--- config.mk ---
export PLATFORM = sky130hd
export DESIGN_NAME = stack_ctrl_flat
export DESIGN_NICKNAME = d
export VERILOG_FILES = /design/src/rtl/stack_pkg.sv /design/src/rtl/stack_ctrl_if.sv /design/src/rtl/stack_depth_cnt.sv /design/src/rtl/stack_ctrl.sv /design/src/flat_wrapper.sv
export SDC_FILE = /design/constraint.sdc
export NUM_CORES = 1
export LEC_CHECK = 0
export ABC_AREA = 1
export CAP_MARGIN = 20
export CORE_ASPECT_RATIO = 1.25
export CORE_MARGIN = 4
export CORE_UTILIZATION = 36
export DETAILED_ROUTE_END_ITERATION = 16
export MAX_ROUTING_LAYER = met4
export PLACE_DENSITY_LB_ADDON = 0.2
export RECOVER_POWER = 100
export REMOVE_ABC_BUFFERS = 1
export SYNTH_ARGS = -nofsm -noshare
export SYNTH_HDL_FRONTEND = slang
export SYNTH_HIERARCHICAL = 1
export SYNTH_SLANG_ARGS = --single-unit
--- constraint.sdc ---
create_clock -name ck -period 1.7 [get_ports ck]
set_input_delay 0.255 -clock ck [delete_from_list [all_inputs] [get_ports ck]]
set_output_delay 0.255 -clock ck [all_outputs]
set_load 0.03 [all_outputs]
--- src/rtl/stack_pkg.sv ---
// Shared definitions for the push/pop stack command interface and its controller.
package stack_pkg;

  localparam logic [1:0] OP_NOP  = 2'b00;
  localparam logic [1:0] OP_PUSH = 2'b10;
  localparam logic [1:0] OP_POP  = 2'b01;
  localparam logic [1:0] OP_PEEK = 2'b11;

  typedef enum logic [1:0] {
    IDLE = 2'd0,
    CMD  = 2'd1,
    RSP  = 2'd2
  } state_t;

endpackage

--- src/rtl/stack_ctrl_if.sv ---
// Request/response handshake between the sequencer (master) and stack_ctrl (slave).
interface stack_ctrl_if #(
  parameter int WIDTH = 8
);
  logic             req_valid;
  logic             req_ready;
  logic [1:0]       req_op;
  logic [WIDTH-1:0] req_data;
  logic             rsp_valid;
  logic             rsp_ready;
  logic [WIDTH-1:0] rsp_data;

  modport master (
    output req_valid, req_op, req_data, rsp_ready,
    input  req_ready, rsp_valid, rsp_data
  );

  modport slave (
    input  req_valid, req_op, req_data, rsp_ready,
    output req_ready, rsp_valid, rsp_data
  );
endinterface

--- src/rtl/stack_depth_cnt.sv ---
// Occupancy counter for the stack, with full/empty and sticky overflow/underflow flags.
module stack_depth_cnt #(
  parameter int DEPTH = 4,
  parameter int CW    = $clog2(DEPTH + 1)
) (
  input  logic          ck,
  input  logic          rst_n,
  input  logic          inc,
  input  logic          dec,
  input  logic          push_try,
  input  logic          pop_try,
  output logic [CW-1:0] count,
  output logic          full,
  output logic          empty,
  output logic          err_ovf,
  output logic          err_unf
);

  assign full  = (count == CW'(DEPTH));
  assign empty = (count == '0);

  // Guards keep the count inside 0..DEPTH even if a caller misbehaves.
  always_ff @(posedge ck or negedge rst_n) begin
    if (!rst_n) begin
      count <= '0;
    end else if (inc && !dec && !full) begin
      count <= count + CW'(1);
    end else if (dec && !inc && !empty) begin
      count <= count - CW'(1);
    end
  end

  always_ff @(posedge ck or negedge rst_n) begin
    if (!rst_n) begin
      err_ovf <= 1'b0;
      err_unf <= 1'b0;
    end else begin
      if (push_try && full)  err_ovf <= 1'b1;
      if (pop_try  && empty) err_unf <= 1'b1;
    end
  end

endmodule

--- src/rtl/stack_ctrl.sv ---
// Initiator for a reset-less shift-register stack: issues push/pop on stk_s/stk_i, captures T.
// Optional peek (op 11) is enabled by defining STACK_CTRL_PEEK_EN.
//
// state | meaning
// IDLE  | ready for a request
// CMD   | stk_s carries the accepted op for one cycle (00 for peek)
// RSP   | response held on rsp_valid until rsp_ready
module stack_ctrl
  import stack_pkg::*;
#(
  parameter int WIDTH = 8,
  parameter int DEPTH = 4
) (
  input  logic                       ck,
  input  logic                       rst_n,
  stack_ctrl_if.slave                bus,
  output logic [1:0]                 stk_s,
  output logic [WIDTH-1:0]           stk_i,
  input  logic [WIDTH-1:0]           stk_t,
  output logic [$clog2(DEPTH+1)-1:0] count,
  output logic                       full,
  output logic                       empty,
  output logic                       err_ovf,
  output logic                       err_unf
);

  state_t           state, state_nxt;
  logic [1:0]       stk_s_nxt;
  logic [WIDTH-1:0] stk_i_nxt;
  logic [WIDTH-1:0] rsp_data_q, rsp_data_nxt;
  logic [1:0]       cmd_op, cmd_op_nxt;
  logic             inc, dec, push_try, pop_try;
  logic             accept;

  assign bus.req_ready = (state == IDLE);
  assign bus.rsp_valid = (state == RSP);
  assign bus.rsp_data  = rsp_data_q;
  assign accept        = bus.req_valid && (state == IDLE);

  stack_depth_cnt #(.DEPTH(DEPTH)) u_depth_cnt (
    .ck       (ck),
    .rst_n    (rst_n),
    .inc      (inc),
    .dec      (dec),
    .push_try (push_try),
    .pop_try  (pop_try),
    .count    (count),
    .full     (full),
    .empty    (empty),
    .err_ovf  (err_ovf),
    .err_unf  (err_unf)
  );

  always_ff @(posedge ck or negedge rst_n) begin
    if (!rst_n) begin
      state      <= IDLE;
      stk_s      <= OP_NOP;
      stk_i      <= '0;
      rsp_data_q <= '0;
      cmd_op     <= OP_NOP;
    end else begin
      state      <= state_nxt;
      stk_s      <= stk_s_nxt;
      stk_i      <= stk_i_nxt;
      rsp_data_q <= rsp_data_nxt;
      cmd_op     <= cmd_op_nxt;
    end
  end

  always_comb begin
    state_nxt    = state;
    stk_s_nxt    = OP_NOP;
    stk_i_nxt    = stk_i;
    rsp_data_nxt = rsp_data_q;
    cmd_op_nxt   = cmd_op;
    inc          = 1'b0;
    dec          = 1'b0;
    push_try     = 1'b0;
    pop_try      = 1'b0;

    case (state)
      IDLE: begin
        if (accept) begin
          case (bus.req_op)
            OP_PUSH: begin
              push_try = 1'b1;
              if (!full) begin
                stk_s_nxt  = OP_PUSH;
                stk_i_nxt  = bus.req_data;
                cmd_op_nxt = OP_PUSH;
                state_nxt  = CMD;
              end
            end
            OP_POP: begin
              pop_try = 1'b1;
              if (!empty) begin
                stk_s_nxt  = OP_POP;
                cmd_op_nxt = OP_POP;
                state_nxt  = CMD;
              end
            end
`ifdef STACK_CTRL_PEEK_EN
            OP_PEEK: begin
              // Peek reads T without shifting, so the stack sees no command.
              pop_try = 1'b1;
              if (!empty) begin
                cmd_op_nxt = OP_PEEK;
                state_nxt  = CMD;
              end
            end
`endif
            default: ;
          endcase
        end
      end
      CMD: begin
        state_nxt = IDLE;
        case (cmd_op)
          OP_PUSH: inc = 1'b1;
          OP_POP: begin
            // stk_t still shows the pre-shift top at this edge.
            dec          = 1'b1;
            rsp_data_nxt = stk_t;
            state_nxt    = RSP;
          end
          OP_PEEK: begin
            rsp_data_nxt = stk_t;
            state_nxt    = RSP;
          end
          default: ;
        endcase
      end
      RSP: begin
        if (bus.rsp_ready) state_nxt = IDLE;
      end
      default: state_nxt = IDLE;
    endcase
  end

endmodule

--- src/flat_wrapper.sv ---
// flat-port wrapper written by rule: the top's interface ports become plain ports
module stack_ctrl_flat import stack_pkg::*;
#(
  parameter int WIDTH = 8,
  parameter int DEPTH = 4
)
  (ck, rst_n, stk_s, stk_i, stk_t, count, full, empty, err_ovf, err_unf, bus_req_valid, bus_req_op, bus_req_data, bus_rsp_ready, bus_req_ready, bus_rsp_valid, bus_rsp_data);
  stack_ctrl_if #(.WIDTH(WIDTH)) bus_i ();
  input  logic ck;
  input  logic rst_n;
  output logic [1:0] stk_s;
  output logic [WIDTH-1:0] stk_i;
  input  logic [WIDTH-1:0] stk_t;
  output logic [$clog2(DEPTH+1)-1:0] count;
  output logic full;
  output logic empty;
  output logic err_ovf;
  output logic err_unf;
  input wire logic [$bits(bus_i.req_valid)-1:0] bus_req_valid;
  input wire logic [$bits(bus_i.req_op)-1:0] bus_req_op;
  input wire logic [$bits(bus_i.req_data)-1:0] bus_req_data;
  input wire logic [$bits(bus_i.rsp_ready)-1:0] bus_rsp_ready;
  output wire logic [$bits(bus_i.req_ready)-1:0] bus_req_ready;
  output wire logic [$bits(bus_i.rsp_valid)-1:0] bus_rsp_valid;
  output wire logic [$bits(bus_i.rsp_data)-1:0] bus_rsp_data;
  assign bus_i.req_valid = bus_req_valid;
  assign bus_i.req_op = bus_req_op;
  assign bus_i.req_data = bus_req_data;
  assign bus_i.rsp_ready = bus_rsp_ready;
  assign bus_req_ready = bus_i.req_ready;
  assign bus_rsp_valid = bus_i.rsp_valid;
  assign bus_rsp_data = bus_i.rsp_data;
  stack_ctrl #(.WIDTH(WIDTH), .DEPTH(DEPTH)) u_core (.ck(ck), .rst_n(rst_n), .bus(bus_i), .stk_s(stk_s), .stk_i(stk_i), .stk_t(stk_t), .count(count), .full(full), .empty(empty), .err_ovf(err_ovf), .err_unf(err_unf));
endmodule
After elaboration in Yosys (flattened, before gate mapping). Index checks and enable logic that the tools add are counted.

Bits in registers: 27. Input bits: 22. Output and inout port bits: 27. Logic and storage cells: 72.

$add $sub $neg: 2. Equal/unequal tests: 15. Muxes and demuxes: 26. Bitwise operators: 1. Reductions and logical operators: 20.

Operator list (count): $mux 2 (9); $pmux 2 s2 (3); $mux 1 (11); $reduce_and 5->1 (2); $eq 2x2->1 const B (4); $logic_and 1x1->1 (7); $eq 2x1->1 const B (3); $mux 3 (2); $ne 2x2->1 const B (3); $ne 3x3->1 const B (2); $pmux 2 s3 (1); $logic_not 1->1 (4); $reduce_and 4->1 (1); $reduce_bool 2->1 (2); $add 3x1->3 const B (1); $eq 3x3->1 const B (1); $logic_not 3->1 (1); $ne 3x1->1 const B (1); $sub 3x1->3 const B (1); $logic_not 2->1 (1); $ne 2x1->1 const B (1); $reduce_and 2->1 (1); $reduce_or 2->1 (1); $not 1->1 (1).

Logic depth before layout (Yosys ltp). Gate-level depths: netlist of run 1.

Word-level depth: 8. Depth in mapped cells: 12. Gate-level depth less buffers: 12.

By module. Netlist of run 1, hierarchy kept.

Modules (own cells, without submodules): stack_ctrl (times used 1, cells an instance 112, area each 1063.5 um^2, sequential area each 550.5 um^2); stack_depth_cnt (times used 1, cells an instance 35, area each 310.3 um^2, sequential area each 125.1 um^2).

Worst setup path after synthesis of run 1. Ideal clock, no wire load.

Path kind: register to register. Start point: register u_core.state[1]. End point: register u_core.u_depth_cnt.count[1]. Setup time: 0.118 ns. Arrival time: 1.728 ns. Data required time: 1.582 ns. Setup slack: -0.146 ns. Stages on the path, launching flop included: 10. Buffers on the path: 1. Period minus slack after synthesis: 1.846 ns. Cells stage by stage: dfrtp_1 inv_1 nand3_4 buf_4 nor2_1 nor2_4 nand2_4 fa_1 nand2_1 nand2_1.

Longest elaborated chain between the ends: 6. Elaborated cells on any way between the ends: 11. Classes of those cells: eq/ne: 1; mux: 3; reduce/logical: 7.

Ends and longest elaborated chain: start, declared (RTL line stack_ctrl.sv:27) `state_t state, state_nxt;`; start signal, assigned (RTL line stack_ctrl.sv:62) `state <= state_nxt;`; $eq 2x1->1 (*) (RTL line stack_ctrl.sv:81) `case (state)`; $mux 1 (*) (RTL line stack_ctrl.sv:81); net u_core.dec (RTL line stack_ctrl.sv:32) `logic inc, dec, push_try, pop_try;`; $logic_not 1->1 (RTL line stack_depth_cnt.sv:26) `end else if (inc && !dec && !full) begin`; $logic_and 1x1->1 (2 in a row) (RTL line stack_depth_cnt.sv:26); $mux 3 / $reduce_bool 2->1 (equally long branches); end signal, assigned (RTL line stack_depth_cnt.sv:27) `count <= count + CW'(1);`; end signal, assigned (RTL line stack_depth_cnt.sv:29) `count <= count - CW'(1);`; end, declared (RTL line stack_depth_cnt.sv:12) `output logic [CW-1:0] count,`.

The timed path passes the listed nets; every way through them passes the cells marked *. A chain may end at the register's enable or synchronous reset.

Final worst setup path of run 1.
Start point: input port bus_req_op[1]. End point: register u_core.stk_i[2].

Longest elaborated chain between the ends: 2.

Ends and longest elaborated chain: start, declared (RTL line flat_wrapper.sv:20) `input wire logic [$bits(bus_i.req_op)-1:0] bus_req_op;`; $eq 2x2->1 (RTL line stack_ctrl.sv:84) `case (bus.req_op)`; $reduce_and 4->1 (no line); end signal, assigned (RTL line stack_ctrl.sv:64) `stk_i <= stk_i_nxt;`; end, declared (RTL line stack_ctrl.sv:18) `output logic [WIDTH-1:0] stk_i,`.

No other way between the ends.

==> results of run 1 <==
==> worst register-to-register path: cells and delay by family (launching register included) <==
kind / cells / cell delay [ns]
buffers and inverters: 3 / 0.20
flip-flops: 1 / 0.39
AND/OR/NAND/NOR: 7 / 0.57
adder cells (fa/ha/maj): 1 / 0.34
==> power by group through the flow <==
stage / clock network (uW) / registers, uW / logic [uW]
floorplan: 0 / 1610 / 607
global placement: 0 / 1110 / 1870
global route: 402 / 1160 / 1950
CTS: 383 / 1120 / 1890
finish: 355 / 1120 / 1810
detailed placement: 0 / 1130 / 1900
==> logic make-up after synthesis <==
logic type	synth area share, %
simple gates	25.9
flops	49.2
buf+inv	8.20
compound gates	11.7
fa+ha+maj	5.10
==> cells in the mapped netlist <==
cell	n	area [um^2]
nor2_2	1	6.26
nand3_1	6	30.0
nand2_1	38	143
or2_1	1	6.26
nor2_8	1	20.0
o21ai_2	8	70.1
nor3_1	1	5.00
nand2_2	4	25.0
o21bai_1	2	15.0
o31ai_1	1	7.51
nor2_4	3	33.8
dfrtp_1	27	676
nand3_4	1	17.5
o21ai_0	4	20.0
a31o_2	2	17.5
nor2_1	7	26.3
nand3_2	1	10.0
o21ai_1	6	30.0
buf_4	1	7.51
fa_1	1	20.0
buf_6	2	22.5
nor3_2	1	10.0
inv_2	1	3.75
nand2_4	2	22.5
ha_1	4	50.1
inv_1	21	78.8
==> layer usage <==
metal	track usage, %	up-vias	routed length [um]
met5	-	-	0
met4	3.89	0	14
met3	2.49	2	128
met2	25.2	35	1570
met1	14.3	536	1210
li1	-	582	-
==> timing repair <==
action                     CTS  global route
hold buffers                 0             0
setup endpoints to repair    4            12
gates resized for setup      4             5
==> flip-flops by register name, indices dropped and copies added, names as in the netlist <==
| register | flops |
|---|---|
| u_core/bus.rsp_data | 8 |
| u_core/u_depth_cnt/err_unf | 1 |
| u_core/u_depth_cnt/err_ovf | 1 |
| u_core/stk_s | 2 |
| u_core/u_depth_cnt/count | 3 |
| u_core/cmd_op | 2 |
| u_core/stk_i | 8 |
| u_core/state | 2 |
==> worst paths after layout <==
kind                                             from                           to  slack (ns)  cells past startpoint
min in group asynchronous                       rst_n       u_core/bus.rsp_data[3]        0.54                      2
min reg2reg                u_core/u_depth_cnt/err_ovf   u_core/u_depth_cnt/err_ovf        0.48                      1
max reg2reg                           u_core/state[1]  u_core/u_depth_cnt/count[2]        0.09                     11
min                        u_core/u_depth_cnt/err_ovf   u_core/u_depth_cnt/err_ovf        0.48                      1
max                                     bus_req_op[1]              u_core/stk_i[2]        0.07                      6
max in group asynchronous                       rst_n  u_core/u_depth_cnt/count[0]        0.70                      2
==> cell type report <==
class | instances | area [um^2]
multi-input combinational | 95 | 563
timing repair buffer | 62 | 571
sequential | 27 | 677
fill | 352 | 1590
clock buffer | 4 | 45.0
inverter | 22 | 82.6
tap | 39 | 48.8
==> stage by stage <==
step                utilization [%]  setup slack (ns)  TNS (ns)  power, uW
finish                         55.6            0.0667         0       3280
global route                   55.6           -0.0401   -0.0489       3510
CTS                            56.4            0.0113         0       3390
detailed placement             55.1            -0.168    -0.987       3030
global placement               55.1           -0.0734    -0.514       2980
floorplan                         -           -0.0864    -0.842       2220
==> reports/results.txt, run 1 <==
number of buffers created by CTS: 3
Remaining DRCs: 0
number of global-route vias before repair: 1,267
Post-Synthesis Cell Area: 1370 um^2
CTS tree: yes
Synth Warn #: 6
pwr dens: 1650 nW/um^2
Syn Inst Count: 147
maximum clock rate: 0.612 GHz
drt wl/cell: 11.7 um
Placed Instances: 245
Setup Buffers After CTS: 0
Fin. Hold Viols: 0
Clock Tree Buf Depth: 2
antenna violations before repair: 0
die area: 4870 um^2
critical path endpoint category: flop
fin crit period: 1.63 ns
I/O Pins: 49
clk sinks: 27
largest stage delay on the critical path: 0.58 ns
syn_area_per_cell: 9.35 um^2
Core Footprint: 3570 um^2
Placer Congestion: 0.714
largest net degree at the start of global routing: 28
Final Max Slew Viols: 0
first-pass iteration count of the detailed router: 4
Slowest-stage cell, CP: dlygate4sd3_1
Routed WL: 2.92 mm
WP buf/inv: 2
IO buf count: 48
clock group share of total power: 10.8%
Crit Path Max Fanout: 10
Tcrit/Tclk final: 96.1%
final instance area: 1990 um^2
vias: 1,155
CTS H-tree lvls: 1
DR iter-0 viols: 38
LEAKAGE: 0.000998 uW
non-filler cells, final: 249
Layout area overhead: 44.6%
commonest cells after routing, fill and taps aside: clkdlybuf4s50_1 (39), nand2_1 (39), dfrtp_1 (26), inv_1 (21), buf_4 (15)
Die Y: 77.1 um
relative slew slack: 55.5%
initial core utilization: 38.4%
layout cells sized above 1: 20.0%
power share of the combinational group: 55.1%
max capacitance violation total: 0
# rows: 24
first-pass GRT wire length: 5.25 mm
Worst EP arrival: 1.79 ns
Final Skew: 0.00470 ns
Synth cell types: 26
Setup Crit Path Kind: primary input to flop
status: completed
switching share of power: 44.3%
HPWL after DPL: 2.37 mm
Switching Power: 1460 uW
worst-path cell chain: dlygate4sd3_1 > ha_1 > inv_1 > or2_2 > o21ai_0 > nand2_1
GR Util All Layers: 13.5%
Critical Path RT: 1.85 ns
internal power: 1830 uW
hold crit path type: flop to flop
Worst path top cell family by delay: buffers and inverters
RSZ-0062 raised after global routing: true
Reg power frac: 34.1%
DIE WIDTH: 63.3 um
ANT cells: 0
vias per cell: 4.64
Post-DRT Antenna Nets: 0
Clock Latency Late Sink: 0.27 ns
grt total ovfl: 0
dpl cell area: 1970 um^2
crit start category: primary input
Total Nets Final: 238
Fin Hold WS: 0.481 ns
worst slew pin tran: 0.667 ns
Yosys reg bits: 27
sequential cell area fraction in the yosys report: 49.2%
root buffer cell: clkbuf_8
peak supply drop: 0.772 mV
clock-pin transition on the worst setup and hold timing paths: 0.09 ns
final setup violation count: 0
(Power assumes the default switching activity.)
==> run 2: changes to the inputs <==
Settings changed: CAP_MARGIN 20 to not set.
Clock period 1.7 ns to 2.1 ns, I/O delays scaled along.
==> run 2 against run 1 <==
Power is 23% lower; clock power down 19%; final cell count shrank 4.0%; non-clock buffer count decreased by 10.
==> reports/results.txt, run 2 (synthesis gave the netlist of run 1 again) <==
status: completed
Tcrit/Tclk final: 94.9%
Remaining DRCs: 0 (unchanged)
critical path endpoint category: output port
Power, Total: 2530 uW (-23%)
vias per cell: 4.62 (-0.42%)
hold crit path type: flop to flop
final setup violation count: 0 (unchanged)
worst slew pin tran: 1.41 ns (+0.743 ns)
Clock Tree Buf Depth: 2 (unchanged)
antenna violations before repair: 0 (unchanged)
clk sinks: 27 (unchanged)
layout cells sized above 1: 10.0% (-10 points)
Crit. Startpoint: u_core/state[1]
number of buffers created by CTS: 3 (unchanged)
Die Y: 77.1 um (unchanged)
CTS H-tree lvls: 1 (unchanged)
fin crit period: 1.99 ns
Post-DRT Antenna Nets: 0 (unchanged)
GR Util All Layers: 13.4% (-0.11 points)
drt wl/cell: 12.0 um (+2.2%)
number of global-route vias before repair: 1,151 (-9.2%)
max capacitance violation total: 0 (unchanged)
largest net degree at the start of global routing: 28 (unchanged)
Final Skew: 0.00304 ns (-0.00166 ns)
utilization after layout: 53.3% (-2.3 points)
most common cell after layout, fill and taps aside: nand2_1
DIE WIDTH: 63.3 um (unchanged)
Core Footprint: 3570 um^2 (unchanged)
CTS Hold Bufs: 0 (unchanged)
pwr dens: 1330 nW/um^2 (-19%)
LEAKAGE: 0.000954 uW (-4.4%)
worst flop-to-flop path startpoint: u_core/state[1]
maximum clock rate: 0.502 GHz
Clock Latency Late Sink: 0.27 ns (about the same)
HP Start: u_core/bus.rsp_data[6]
Setup Buffers After CTS: 0 (unchanged)
crit start category: flop
RSZ-0062 raised after global routing: false
# rows: 24 (unchanged)
initial core utilization: 38.4% (unchanged)
Placement Setup Slack: 0.130 ns (+0.298 ns)
r2r worst-path depth: 9 (-2)
Worst EP arrival: 1.68 ns (-0.11 ns)
Placer Congestion: 0.737 (+3.3%)
DR iter-0 viols: 29 (-24%)
I/O Pins: 49 (unchanged)
root buffer cell: clkbuf_8
CTS resizes: 2 (-2)
Fin. Hold Viols: 0 (unchanged)
Critical Path RT: 1.78 ns (-0.07 ns)
Routed WL: 2.87 mm (-1.9%)
first-pass iteration count of the detailed router: 4 (unchanged)
grt total ovfl: 0 (unchanged)
Crit Path Max Fanout: 3 (-7)
first-pass GRT wire length: 5.13 mm (-2.4%)
commonest cells after routing, fill and taps aside: nand2_1 (39), dfrtp_1 (27), dlygate4sd3_1 (25), clkdlybuf4s50_1 (21), inv_1 (21)
relative slew slack: 6.01% (-50 points)
vias: 1,104 (-4.4%)
Setup Crit Path Kind: flop to output port
setup ws final: 0.106 ns (+0.0395 ns)
hold path cells: 2 (+1)
Total Nets Final: 228 (-4.2%)
Fin Hold WS: 0.480 ns (-0.00105 ns)
setup tns final: 0 ns (unchanged)
HPWL after DPL: 2.30 mm (-3.3%)
clock-pin transition on the worst setup and hold timing paths: 0.09 ns (about the same)
die area: 4870 um^2 (unchanged)
Layout area overhead: 38.5%
CTS tree: yes
peak supply drop: 0.697 mV (-9.7%)
IO buf count: 48 (unchanged)
ANT cells: 0 (unchanged)
Final Max Slew Viols: 0 (unchanged)
run 2: cell types whose count changed in the layout (fill, tap and decap cells not counted), moves of 2 or more:
cell / delta
dlygate4sd3_1: +23
clkdlybuf4s50_1: -18
clkbuf_1: +2
nor2_2: -3
buf_4: -14
nor2_1: +3
run 2: path summary, 6_finish.rpt:
| path | end | slack [ns] |
|---|---|---|
| max | bus_rsp_valid | 0.11 |
| min | u_core/bus.rsp_data[6] | 0.48 |
| max reg2reg | u_core/u_depth_cnt/count[1] | 0.28 |
| min reg2reg | u_core/bus.rsp_data[6] | 0.48 |
| max in group asynchronous | u_core/stk_i[2] | 0.45 |
| min in group asynchronous | u_core/bus.rsp_data[7] | 0.83 |
run 2: final cells by class:
class | instances | area, um^2
Inverter | 22 | 82.6
Clock buffer | 4 | 45.0
Multi-Input combinational cell | 95 | 554
Timing Repair Buffer | 52 | 497
Tap cell | 39 | 48.8
Fill cell | 347 | 1670
Sequential cell | 27 | 676
run 2: stage by stage:
step	cells	cell area, um^2
after floorplan	144	1340
after global placement	235	1900
after detailed placement	235	1900
after CTS	239	1950
after global routing	239	1900
final	239	1900
run 2: worst max-delay path, stage by stage (launching register included):
cell             delay, ns
dfrtp_1               0.40
inv_1                 0.07
clkbuf_1              0.14
nor2_1                0.12
clkdlybuf4s50_1       0.68
run 2: where the power goes:
group / switching [uW] / internal [uW] / leakage [uW]
Sequential: 144 / 741 / 0.000335
Clock: 150 / 136 / 0.0000228
Combinational: 854 / 509 / 0.000596
run 2: routing by layer:
layer  wire length [um]  up-vias  track usage, %
met3                158        4            2.63
met4                 27        0            4.54
met1               1230      489            15.3
met2               1450       44            23.2
li1                   -      567               -
met5                  0        -               -
